`config.mk`:
```
export PLATFORM = sky130hd
export DESIGN_NAME = pipe5_hazard_controller_flat
export DESIGN_NICKNAME = d
export VERILOG_FILES = /design/src/rtl/pipe5_types_pkg.sv /design/src/rtl/pipe5_hazard_controller_if.sv /design/src/rtl/pipe5_bypass_select.sv /design/src/rtl/pipe5_hazard_controller.sv /design/src/flat_wrapper.sv
export SDC_FILE = /design/constraint.sdc
export NUM_CORES = 1
export LEC_CHECK = 0
export ABC_AREA = 1
export CAP_MARGIN = 5
export CORE_MARGIN = 4
export CORE_UTILIZATION = 30
export CTS_CLUSTER_SIZE = 28
export DETAILED_ROUTE_END_ITERATION = 12
export PLACE_DENSITY = 0.62
export SYNTH_ARGS = -nofsm -noshare
export SYNTH_HDL_FRONTEND = slang
export SYNTH_SLANG_ARGS = --single-unit
```
`constraint.sdc`:
```
create_clock -name clk -period 7.4 [get_ports clk]
set_input_delay 1.48 -clock clk [delete_from_list [all_inputs] [get_ports clk]]
set_output_delay 1.48 -clock clk [all_outputs]
set_load 0.005 [all_outputs]
```
`src/rtl/pipe5_types_pkg.sv`:
```
// Shared types for the pipe5 hazard controller: register selects, bypass codes,
// FSM encodings and the per-latch control vector.
package pipe5_types_pkg;

    localparam int unsigned NREGS  = 32;
    localparam int unsigned RSEL_W = $clog2(NREGS);
    localparam int unsigned XLEN   = 32;

    typedef logic [RSEL_W-1:0] rsel_t;
    typedef logic [XLEN-1:0]   xword_t;

    typedef enum logic [1:0] {
        FWD_NONE = 2'b00,
        FWD_M    = 2'b01,
        FWD_W    = 2'b10
    } bypass_t;

    typedef logic [1:0] hazard_state_t;
    localparam hazard_state_t ST_IDLE          = 2'b00;
    localparam hazard_state_t ST_TRAP_DRAIN    = 2'b01;
    localparam hazard_state_t ST_TRAP_REDIRECT = 2'b10;
    localparam hazard_state_t ST_HALTED        = 2'b11;

    // One bit per pipeline latch, fetch/decode down to memory/writeback
    typedef struct packed {
        logic fd;
        logic dx;
        logic xm;
        logic mw;
    } latch_vec_t;

    localparam latch_vec_t LV_NONE   = latch_vec_t'(4'b0000);
    localparam latch_vec_t LV_ALL    = latch_vec_t'(4'b1111);
    localparam latch_vec_t LV_FRONT3 = latch_vec_t'(4'b1110);
    localparam latch_vec_t LV_FRONT2 = latch_vec_t'(4'b1100);

    // x0 is hardwired, so a match on it never creates a dependency
    function automatic logic reg_match(rsel_t rs, rsel_t rd);
        return (rs == rd) && (rs != '0);
    endfunction

endpackage

```
`src/rtl/pipe5_hazard_controller_if.sv`:
```
// Hazard/forwarding interface between the pipe5 datapath (master) and the
// hazard controller (slave).
interface pipe5_hazard_controller_if;
    import pipe5_types_pkg::*;

    // Stage status
    logic    f_busy;
    logic    x_busy;
    logic    m_busy;
    logic    fence_stall;
    logic    x_dren;
    logic    mispredict;
    logic    halt;
    logic    ret;

    // M-stage exceptions
    logic    fault_insn;
    logic    mal_insn;
    logic    illegal_insn;
    logic    fault_ld;
    logic    mal_ld;
    logic    fault_st;
    logic    mal_st;
    logic    breakpoint;
    logic    env_m;
    xword_t  epc_m;
    xword_t  badaddr_m;
    xword_t  priv_target;

    // Register indices per stage
    rsel_t   rs1_d;
    rsel_t   rs2_d;
    rsel_t   rs1_x;
    rsel_t   rs2_x;
    rsel_t   rd_x;
    rsel_t   rd_m;
    rsel_t   rd_w;
    logic    regwen_m;
    logic    regwen_w;

    // Controls back to the pipeline
    logic    pc_en;
    logic    npc_sel;
    logic    iren;
    logic    fd_stall;
    logic    dx_stall;
    logic    xm_stall;
    logic    mw_stall;
    logic    fd_flush;
    logic    dx_flush;
    logic    xm_flush;
    logic    mw_flush;
    xword_t  priv_pc;
    logic    insert_priv_pc;
    xword_t  epc;
    xword_t  badaddr;
    bypass_t bypass_a;
    bypass_t bypass_b;
    bypass_t bypass_rs1;
    bypass_t bypass_rs2;

    modport master (
        output f_busy, x_busy, m_busy, fence_stall, x_dren, mispredict, halt, ret,
        output fault_insn, mal_insn, illegal_insn, fault_ld, mal_ld, fault_st, mal_st,
        output breakpoint, env_m, epc_m, badaddr_m, priv_target,
        output rs1_d, rs2_d, rs1_x, rs2_x, rd_x, rd_m, rd_w, regwen_m, regwen_w,
        input  pc_en, npc_sel, iren,
        input  fd_stall, dx_stall, xm_stall, mw_stall,
        input  fd_flush, dx_flush, xm_flush, mw_flush,
        input  priv_pc, insert_priv_pc, epc, badaddr,
        input  bypass_a, bypass_b, bypass_rs1, bypass_rs2
    );

    modport slave (
        input  f_busy, x_busy, m_busy, fence_stall, x_dren, mispredict, halt, ret,
        input  fault_insn, mal_insn, illegal_insn, fault_ld, mal_ld, fault_st, mal_st,
        input  breakpoint, env_m, epc_m, badaddr_m, priv_target,
        input  rs1_d, rs2_d, rs1_x, rs2_x, rd_x, rd_m, rd_w, regwen_m, regwen_w,
        output pc_en, npc_sel, iren,
        output fd_stall, dx_stall, xm_stall, mw_stall,
        output fd_flush, dx_flush, xm_flush, mw_flush,
        output priv_pc, insert_priv_pc, epc, badaddr,
        output bypass_a, bypass_b, bypass_rs1, bypass_rs2
    );

endinterface

```
`src/rtl/pipe5_bypass_select.sv`:
```
// Forwarding select for one X-stage source operand: youngest producer (M) wins over W.
module pipe5_bypass_select
    import pipe5_types_pkg::*;
(
    input  rsel_t   rs_i,
    input  rsel_t   rd_m_i,
    input  logic    regwen_m_i,
    input  rsel_t   rd_w_i,
    input  logic    regwen_w_i,
    output bypass_t sel_o
);

    always_comb begin
        sel_o = FWD_NONE;
        if (regwen_m_i && reg_match(rs_i, rd_m_i)) begin
            sel_o = FWD_M;
        end else if (regwen_w_i && reg_match(rs_i, rd_w_i)) begin
            sel_o = FWD_W;
        end
    end

endmodule

```
`src/rtl/pipe5_hazard_controller.sv`:
```
// pipe5 hazard controller: trap/return sequencer, sticky halt, stall/flush priority and
// operand bypass. Build option PIPE5_FWD_EN enables forwarding; without it RAW hazards stall.
module pipe5_hazard_controller
    import pipe5_types_pkg::*;
#(
    parameter int unsigned DRAIN_MAX = 15
) (
    input  logic                      clk,
    input  logic                      rst,
    pipe5_hazard_controller_if.slave  hz
);

    localparam int unsigned CNT_W = $clog2(DRAIN_MAX + 1);

    hazard_state_t state_q, state_d;
    logic [CNT_W-1:0] cnt_q, cnt_d, cnt_next;
    xword_t priv_pc_q, priv_pc_d;
    xword_t epc_q, epc_d;
    xword_t badaddr_q, badaddr_d;

    logic exc_c, trap_c, load_use_c, raw_c;
    logic pc_en_c, npc_sel_c, iren_c, insert_c;
    latch_vec_t stall_raw, stall_c, flush_c;
    bypass_t sel_rs1, sel_rs2;

    assign exc_c = hz.fault_insn | hz.mal_insn | hz.illegal_insn |
                   hz.fault_ld   | hz.mal_ld   | hz.fault_st     |
                   hz.mal_st     | hz.breakpoint | hz.env_m;
    assign trap_c = exc_c | hz.ret;

    assign load_use_c = hz.x_dren &
                        (reg_match(hz.rs1_d, hz.rd_x) | reg_match(hz.rs2_d, hz.rd_x));

    pipe5_bypass_select u_bypass_rs1 (
        .rs_i       (hz.rs1_x),
        .rd_m_i     (hz.rd_m),
        .regwen_m_i (hz.regwen_m),
        .rd_w_i     (hz.rd_w),
        .regwen_w_i (hz.regwen_w),
        .sel_o      (sel_rs1)
    );

    pipe5_bypass_select u_bypass_rs2 (
        .rs_i       (hz.rs2_x),
        .rd_m_i     (hz.rd_m),
        .regwen_m_i (hz.regwen_m),
        .rd_w_i     (hz.rd_w),
        .regwen_w_i (hz.regwen_w),
        .sel_o      (sel_rs2)
    );

`ifdef PIPE5_FWD_EN
    assign raw_c         = 1'b0;
    assign hz.bypass_rs1 = sel_rs1;
    assign hz.bypass_rs2 = sel_rs2;
`else
    // Without forwarding, any operand that would have been bypassed must wait in X
    assign raw_c         = (sel_rs1 != FWD_NONE) | (sel_rs2 != FWD_NONE);
    assign hz.bypass_rs1 = FWD_NONE;
    assign hz.bypass_rs2 = FWD_NONE;
`endif
    assign hz.bypass_a = hz.bypass_rs1;
    assign hz.bypass_b = hz.bypass_rs2;

    assign cnt_next = CNT_W'(cnt_q + 1'b1);

    // Next state and pipeline controls
    always_comb begin
        state_d   = state_q;
        cnt_d     = cnt_q;
        priv_pc_d = priv_pc_q;
        epc_d     = epc_q;
        badaddr_d = badaddr_q;
        pc_en_c   = 1'b0;
        npc_sel_c = 1'b0;
        iren_c    = 1'b0;
        insert_c  = 1'b0;
        stall_raw = LV_NONE;
        flush_c   = LV_NONE;

        case (state_q)
            ST_IDLE: begin
                pc_en_c = 1'b1;
                iren_c  = 1'b1;
                if (trap_c) begin
                    state_d = ST_TRAP_DRAIN;
                    cnt_d   = '0;
                    pc_en_c = 1'b0;
                    flush_c = LV_FRONT3;
                    if (exc_c) begin
                        epc_d     = hz.epc_m;
                        badaddr_d = hz.badaddr_m;
                    end
                end else if (hz.halt) begin
                    state_d   = ST_HALTED;
                    pc_en_c   = 1'b0;
                    iren_c    = 1'b0;
                    stall_raw = LV_ALL;
                end else if (hz.mispredict) begin
                    npc_sel_c = 1'b1;
                    flush_c   = LV_FRONT3;
                end else if (hz.m_busy || hz.fence_stall) begin
                    pc_en_c    = 1'b0;
                    stall_raw  = LV_FRONT3;
                    flush_c.mw = 1'b1;
                end else if (hz.x_busy || raw_c) begin
                    pc_en_c    = 1'b0;
                    stall_raw  = LV_FRONT2;
                    flush_c.xm = 1'b1;
                end else if (load_use_c) begin
                    pc_en_c      = 1'b0;
                    stall_raw.fd = 1'b1;
                    flush_c.dx   = 1'b1;
                end else if (hz.f_busy) begin
                    pc_en_c    = 1'b0;
                    flush_c.fd = 1'b1;
                end
            end

            ST_TRAP_DRAIN: begin
                // Hold the M instruction while it finishes; younger work is discarded
                iren_c       = 1'b1;
                flush_c      = LV_FRONT3;
                stall_raw.mw = hz.m_busy;
                cnt_d        = cnt_next;
                if (!hz.m_busy || (cnt_next == CNT_W'(DRAIN_MAX))) begin
                    state_d   = ST_TRAP_REDIRECT;
                    priv_pc_d = hz.priv_target;
                end
            end

            ST_TRAP_REDIRECT: begin
                iren_c     = 1'b1;
                pc_en_c    = 1'b1;
                insert_c   = 1'b1;
                flush_c.fd = 1'b1;
                state_d    = ST_IDLE;
            end

            ST_HALTED: begin
                stall_raw = LV_ALL;
            end

            default: begin
                state_d = ST_IDLE;
            end
        endcase

        if (rst) begin
            pc_en_c   = 1'b0;
            npc_sel_c = 1'b0;
            iren_c    = 1'b0;
            insert_c  = 1'b0;
            stall_raw = LV_NONE;
            flush_c   = LV_NONE;
        end
    end

    // A latch being bubbled cannot also be held
    assign stall_c = latch_vec_t'(stall_raw & ~flush_c);

    always_ff @(posedge clk or posedge rst) begin
        if (rst) begin
            state_q   <= ST_IDLE;
            cnt_q     <= '0;
            priv_pc_q <= '0;
            epc_q     <= '0;
            badaddr_q <= '0;
        end else begin
            state_q   <= state_d;
            cnt_q     <= cnt_d;
            priv_pc_q <= priv_pc_d;
            epc_q     <= epc_d;
            badaddr_q <= badaddr_d;
        end
    end

    assign hz.pc_en          = pc_en_c;
    assign hz.npc_sel        = npc_sel_c;
    assign hz.iren           = iren_c;
    assign hz.insert_priv_pc = insert_c;
    assign hz.fd_stall       = stall_c.fd;
    assign hz.dx_stall       = stall_c.dx;
    assign hz.xm_stall       = stall_c.xm;
    assign hz.mw_stall       = stall_c.mw;
    assign hz.fd_flush       = flush_c.fd;
    assign hz.dx_flush       = flush_c.dx;
    assign hz.xm_flush       = flush_c.xm;
    assign hz.mw_flush       = flush_c.mw;
    assign hz.priv_pc        = priv_pc_q;
    assign hz.epc            = epc_q;
    assign hz.badaddr        = badaddr_q;

endmodule

```
`src/flat_wrapper.sv`:
```
// flat-port wrapper written by rule: the top's interface ports become plain ports
module pipe5_hazard_controller_flat import pipe5_types_pkg::*;
#(
    parameter int unsigned DRAIN_MAX = 15
)
  (clk, rst, hz_f_busy, hz_x_busy, hz_m_busy, hz_fence_stall, hz_x_dren, hz_mispredict, hz_halt, hz_ret, hz_fault_insn, hz_mal_insn, hz_illegal_insn, hz_fault_ld, hz_mal_ld, hz_fault_st, hz_mal_st, hz_breakpoint, hz_env_m, hz_epc_m, hz_badaddr_m, hz_priv_target, hz_rs1_d, hz_rs2_d, hz_rs1_x, hz_rs2_x, hz_rd_x, hz_rd_m, hz_rd_w, hz_regwen_m, hz_regwen_w, hz_pc_en, hz_npc_sel, hz_iren, hz_fd_stall, hz_dx_stall, hz_xm_stall, hz_mw_stall, hz_fd_flush, hz_dx_flush, hz_xm_flush, hz_mw_flush, hz_priv_pc, hz_insert_priv_pc, hz_epc, hz_badaddr, hz_bypass_a, hz_bypass_b, hz_bypass_rs1, hz_bypass_rs2);
  pipe5_hazard_controller_if hz_i ();
  input  logic clk;
  input  logic rst;
  input wire logic [$bits(hz_i.f_busy)-1:0] hz_f_busy;
  input wire logic [$bits(hz_i.x_busy)-1:0] hz_x_busy;
  input wire logic [$bits(hz_i.m_busy)-1:0] hz_m_busy;
  input wire logic [$bits(hz_i.fence_stall)-1:0] hz_fence_stall;
  input wire logic [$bits(hz_i.x_dren)-1:0] hz_x_dren;
  input wire logic [$bits(hz_i.mispredict)-1:0] hz_mispredict;
  input wire logic [$bits(hz_i.halt)-1:0] hz_halt;
  input wire logic [$bits(hz_i.ret)-1:0] hz_ret;
  input wire logic [$bits(hz_i.fault_insn)-1:0] hz_fault_insn;
  input wire logic [$bits(hz_i.mal_insn)-1:0] hz_mal_insn;
  input wire logic [$bits(hz_i.illegal_insn)-1:0] hz_illegal_insn;
  input wire logic [$bits(hz_i.fault_ld)-1:0] hz_fault_ld;
  input wire logic [$bits(hz_i.mal_ld)-1:0] hz_mal_ld;
  input wire logic [$bits(hz_i.fault_st)-1:0] hz_fault_st;
  input wire logic [$bits(hz_i.mal_st)-1:0] hz_mal_st;
  input wire logic [$bits(hz_i.breakpoint)-1:0] hz_breakpoint;
  input wire logic [$bits(hz_i.env_m)-1:0] hz_env_m;
  input wire logic [$bits(hz_i.epc_m)-1:0] hz_epc_m;
  input wire logic [$bits(hz_i.badaddr_m)-1:0] hz_badaddr_m;
  input wire logic [$bits(hz_i.priv_target)-1:0] hz_priv_target;
  input wire logic [$bits(hz_i.rs1_d)-1:0] hz_rs1_d;
  input wire logic [$bits(hz_i.rs2_d)-1:0] hz_rs2_d;
  input wire logic [$bits(hz_i.rs1_x)-1:0] hz_rs1_x;
  input wire logic [$bits(hz_i.rs2_x)-1:0] hz_rs2_x;
  input wire logic [$bits(hz_i.rd_x)-1:0] hz_rd_x;
  input wire logic [$bits(hz_i.rd_m)-1:0] hz_rd_m;
  input wire logic [$bits(hz_i.rd_w)-1:0] hz_rd_w;
  input wire logic [$bits(hz_i.regwen_m)-1:0] hz_regwen_m;
  input wire logic [$bits(hz_i.regwen_w)-1:0] hz_regwen_w;
  output wire logic [$bits(hz_i.pc_en)-1:0] hz_pc_en;
  output wire logic [$bits(hz_i.npc_sel)-1:0] hz_npc_sel;
  output wire logic [$bits(hz_i.iren)-1:0] hz_iren;
  output wire logic [$bits(hz_i.fd_stall)-1:0] hz_fd_stall;
  output wire logic [$bits(hz_i.dx_stall)-1:0] hz_dx_stall;
  output wire logic [$bits(hz_i.xm_stall)-1:0] hz_xm_stall;
  output wire logic [$bits(hz_i.mw_stall)-1:0] hz_mw_stall;
  output wire logic [$bits(hz_i.fd_flush)-1:0] hz_fd_flush;
  output wire logic [$bits(hz_i.dx_flush)-1:0] hz_dx_flush;
  output wire logic [$bits(hz_i.xm_flush)-1:0] hz_xm_flush;
  output wire logic [$bits(hz_i.mw_flush)-1:0] hz_mw_flush;
  output wire logic [$bits(hz_i.priv_pc)-1:0] hz_priv_pc;
  output wire logic [$bits(hz_i.insert_priv_pc)-1:0] hz_insert_priv_pc;
  output wire logic [$bits(hz_i.epc)-1:0] hz_epc;
  output wire logic [$bits(hz_i.badaddr)-1:0] hz_badaddr;
  output wire logic [$bits(hz_i.bypass_a)-1:0] hz_bypass_a;
  output wire logic [$bits(hz_i.bypass_b)-1:0] hz_bypass_b;
  output wire logic [$bits(hz_i.bypass_rs1)-1:0] hz_bypass_rs1;
  output wire logic [$bits(hz_i.bypass_rs2)-1:0] hz_bypass_rs2;
  assign hz_i.f_busy = hz_f_busy;
  assign hz_i.x_busy = hz_x_busy;
  assign hz_i.m_busy = hz_m_busy;
  assign hz_i.fence_stall = hz_fence_stall;
  assign hz_i.x_dren = hz_x_dren;
  assign hz_i.mispredict = hz_mispredict;
  assign hz_i.halt = hz_halt;
  assign hz_i.ret = hz_ret;
  assign hz_i.fault_insn = hz_fault_insn;
  assign hz_i.mal_insn = hz_mal_insn;
  assign hz_i.illegal_insn = hz_illegal_insn;
  assign hz_i.fault_ld = hz_fault_ld;
  assign hz_i.mal_ld = hz_mal_ld;
  assign hz_i.fault_st = hz_fault_st;
  assign hz_i.mal_st = hz_mal_st;
  assign hz_i.breakpoint = hz_breakpoint;
  assign hz_i.env_m = hz_env_m;
  assign hz_i.epc_m = hz_epc_m;
  assign hz_i.badaddr_m = hz_badaddr_m;
  assign hz_i.priv_target = hz_priv_target;
  assign hz_i.rs1_d = hz_rs1_d;
  assign hz_i.rs2_d = hz_rs2_d;
  assign hz_i.rs1_x = hz_rs1_x;
  assign hz_i.rs2_x = hz_rs2_x;
  assign hz_i.rd_x = hz_rd_x;
  assign hz_i.rd_m = hz_rd_m;
  assign hz_i.rd_w = hz_rd_w;
  assign hz_i.regwen_m = hz_regwen_m;
  assign hz_i.regwen_w = hz_regwen_w;
  assign hz_pc_en = hz_i.pc_en;
  assign hz_npc_sel = hz_i.npc_sel;
  assign hz_iren = hz_i.iren;
  assign hz_fd_stall = hz_i.fd_stall;
  assign hz_dx_stall = hz_i.dx_stall;
  assign hz_xm_stall = hz_i.xm_stall;
  assign hz_mw_stall = hz_i.mw_stall;
  assign hz_fd_flush = hz_i.fd_flush;
  assign hz_dx_flush = hz_i.dx_flush;
  assign hz_xm_flush = hz_i.xm_flush;
  assign hz_mw_flush = hz_i.mw_flush;
  assign hz_priv_pc = hz_i.priv_pc;
  assign hz_insert_priv_pc = hz_i.insert_priv_pc;
  assign hz_epc = hz_i.epc;
  assign hz_badaddr = hz_i.badaddr;
  assign hz_bypass_a = hz_i.bypass_a;
  assign hz_bypass_b = hz_i.bypass_b;
  assign hz_bypass_rs1 = hz_i.bypass_rs1;
  assign hz_bypass_rs2 = hz_i.bypass_rs2;
  pipe5_hazard_controller #(.DRAIN_MAX(DRAIN_MAX)) u_core (.clk(clk), .rst(rst), .hz(hz_i));
endmodule
```
==> flow_metrics.tcl <==
set metrics [dict create \
    core-area_um2 16600 \
    avgSynthCellArea_um2 11.2 \
    clk_pin_slew_ns 0.06 \
    worstPathRequired_ns 5.92 \
    post_cts_resized 0 \
    min_period_over_period 0.684 \
    dr.pass1.iters 4 \
    power.density_nw_per_um2 367 \
    crit_path_max_incr_delay_ns 0.49 \
    cts_tree "built" \
    clock-sinks 102 \
    vias 4091 \
    hold_viol 0 \
    insertion_delay_ns 0.34 \
    ys_warn_count 0 \
    ys_ff_latch 102 \
    holdBufCountCts 0 \
    crit_fanout 7 \
    finalCoreUtilization 0.489 \
    nets 875 \
    setup_viol 0 \
    crit_family "buffers and inverters" \
    end_kind "output pin" \
    ir_drop_v 0.000169 \
    seq_area_frac_synth 0.499 \
    crit_buf_inv 4 \
    slowest_stage "clkdlybuf4s50_1" \
    critPathKind "input pin to output pin" \
    die-area_um2 19200 \
    drtIter0Drc 155 \
    fin_crit_ns 5.06 \
    synth_ff_type "dfrtp_1" \
    dieHeight_um 139 \
    globalRouteMet2Util 0.281 \
    post_cts_buffers 0 \
    postRouteAntennaNets 0 \
    gr-total-overflow 0 \
    io_buffers 259 \
    whs_ns 0.504 \
    regToRegSetupSlack_ns 5.26 \
    cellLeakagePower_uw 0.00368 \
    tns_ns 0 \
    grt_usage 0.155 \
    drv_slew 0 \
    synth-async-reset-ratio 1.00 \
    start_util 0.307 \
    fin_total_pwr_uw 2990 \
    grt_setup_unrepaired "false" \
    routed_via_density 4.34 \
    clockBufferDepth 2 \
    gr-usage-met1 0.175 \
    drive_gt1_frac 0.187 \
    hp-class "flip-flop to flip-flop" \
    mostFrequentLayoutCells "259 x clkdlybuf4s50_1, 102 x dfrtp_1, 78 x nand2_1" \
    routedWlPerCell_um 16.1 \
    cts_buffers 9 \
    wirelength_mm 15.1 \
    post-dp-hpwl_mm 12.1 \
    worst_pin_slew_ns 1.04 \
    synth-edff-count 0 \
    final_common_cell "clkdlybuf4s50_1" \
    root_buffer "clkbuf_16" \
    fin_skew_ns 0.00847 \
    synth_cell_types 32 \
    worst-endpoint-arrival_ns 3.58 \
    postSynthCellCount 455 \
    grt_pass1_wl_mm 23.8 \
    htree_num_levels 3 \
    area_growth_pct 59.1 \
    ios 268 \
    die_x_um 139 \
    antenna_found_initial 1 \
    relSlewSlack 0.306 \
    rows 47 \
    worstPathCellList "clkdlybuf4s50_1, nor4_2, nand3_2, nor2_2, nand2_2, o21bai_1, inv_1, o21ai_0, nand3_1, inv_1, clkdlybuf4s50_1" \
    drc 0 \
    grt_pass1_vias 4292 \
    grt_max_degree 81 \
    outcome "complete, no violations" \
    busiest_layer "met2" \
    maxCapViolations 0 \
    syn_area_um2 5120 \
    start_kind "input pin" \
    use_met3 0.0483 \
    globalplace.congestion 0.917 \
    fmax_mhz 198 \
]
## cell usage after synthesis, types with 2 or more instances
library cell / instances / share of area
nor3_1: 4 / 0.0039
nand2_4: 2 / 0.0044
nor2_2: 2 / 0.0024
mux2_2: 66 / 0.15
xor2_1: 9 / 0.015
a21oi_1: 6 / 0.0059
buf_6: 6 / 0.013
nor2_1: 38 / 0.028
mux2_4: 30 / 0.088
nand4_1: 2 / 0.0024
inv_1: 39 / 0.029
dfrtp_1: 102 / 0.50
nand2_2: 4 / 0.0049
nand3_2: 3 / 0.0059
buf_12: 3 / 0.012
buf_4: 8 / 0.012
ha_1: 7 / 0.017
o21ai_0: 15 / 0.015
nand3_1: 17 / 0.017
inv_2: 2 / 0.0015
or2_2: 2 / 0.0024
nand2_1: 78 / 0.057
## metal layers
metal / routed length (um) / part of all wire
met1: 5860 / 0.39
met2: 7960 / 0.53
met3: 1030 / 0.068
met4: 286 / 0.019
met5: 0 / 0
## path summary, 6_finish.rpt
check                                startpoint  cells past startpoint               endpoint
setup / recovery                    hz_fault_st                     11            hz_xm_stall
hold / removal             u_core.hz.badaddr[4]                      1   u_core.hz.badaddr[4]
setup reg to reg              u_core.state_q[0]                      5  u_core.hz.badaddr[20]
hold reg to reg            u_core.hz.badaddr[4]                      1   u_core.hz.badaddr[4]
max in group asynchronous                   rst                      3        u_core.cnt_q[2]
min in group asynchronous                   rst                      2   u_core.hz.priv_pc[5]
## kinds of logic (layout without fill, tap and decap cells)
group / after synthesis / count (layout) / synth area share
compound gates: 25 / 25 / 0.0259
fa+ha+maj: 7 / 7 / 0.0171
mux: 96 / 96 / 0.233
simple gates: 155 / 155 / 0.136
buf+inv: 59 / 318 / 0.0694
xor+xnor: 10 / 10 / 0.0186
flops: 102 / 102 / 0.499
other cells: 1 / 9 / 0.000733
## state kept, by name, indices dropped and copies added, names as in the netlist
| register | count |
|---|---|
| u_core.hz.epc | 32 |
| u_core.state_q | 2 |
| u_core.cnt_q | 4 |
| u_core.hz.priv_pc | 32 |
| u_core.hz.badaddr | 32 |
## through the flow
stage / std cells / setup slack (ns) / area, um2
2_1_floorplan: 462 / 1.25 / 5140
3_3_place_gp: 925 / 2.30 / 7830
3_5_place_dp: 925 / 2.28 / 7830
4_1_cts: 941 / 2.28 / 8140
5_1_grt: 942 / 2.10 / 8140
6_report: 942 / 2.34 / 8140
## power breakdown
part | switching, uW | internal (uW)
logic | 515 | 974
clock network | 219 | 278
registers | 158 | 845
total | 892 | 2100
## cell type report
| type | count | area [um2] |
|---|---|---|
| Antenna cell | 1 | 2.50 |
| Clock buffer | 10 | 239 |
| Clock inverter | 6 | 75.1 |
| Fill cell | 1482 | 8500 |
| Inverter | 41 | 156 |
| Multi-Input combinational cell | 301 | 2240 |
| Sequential cell | 102 | 2550 |
| Tap cell | 220 | 275 |
| Timing Repair Buffer | 261 | 2610 |
(Power assumes the default switching activity.)
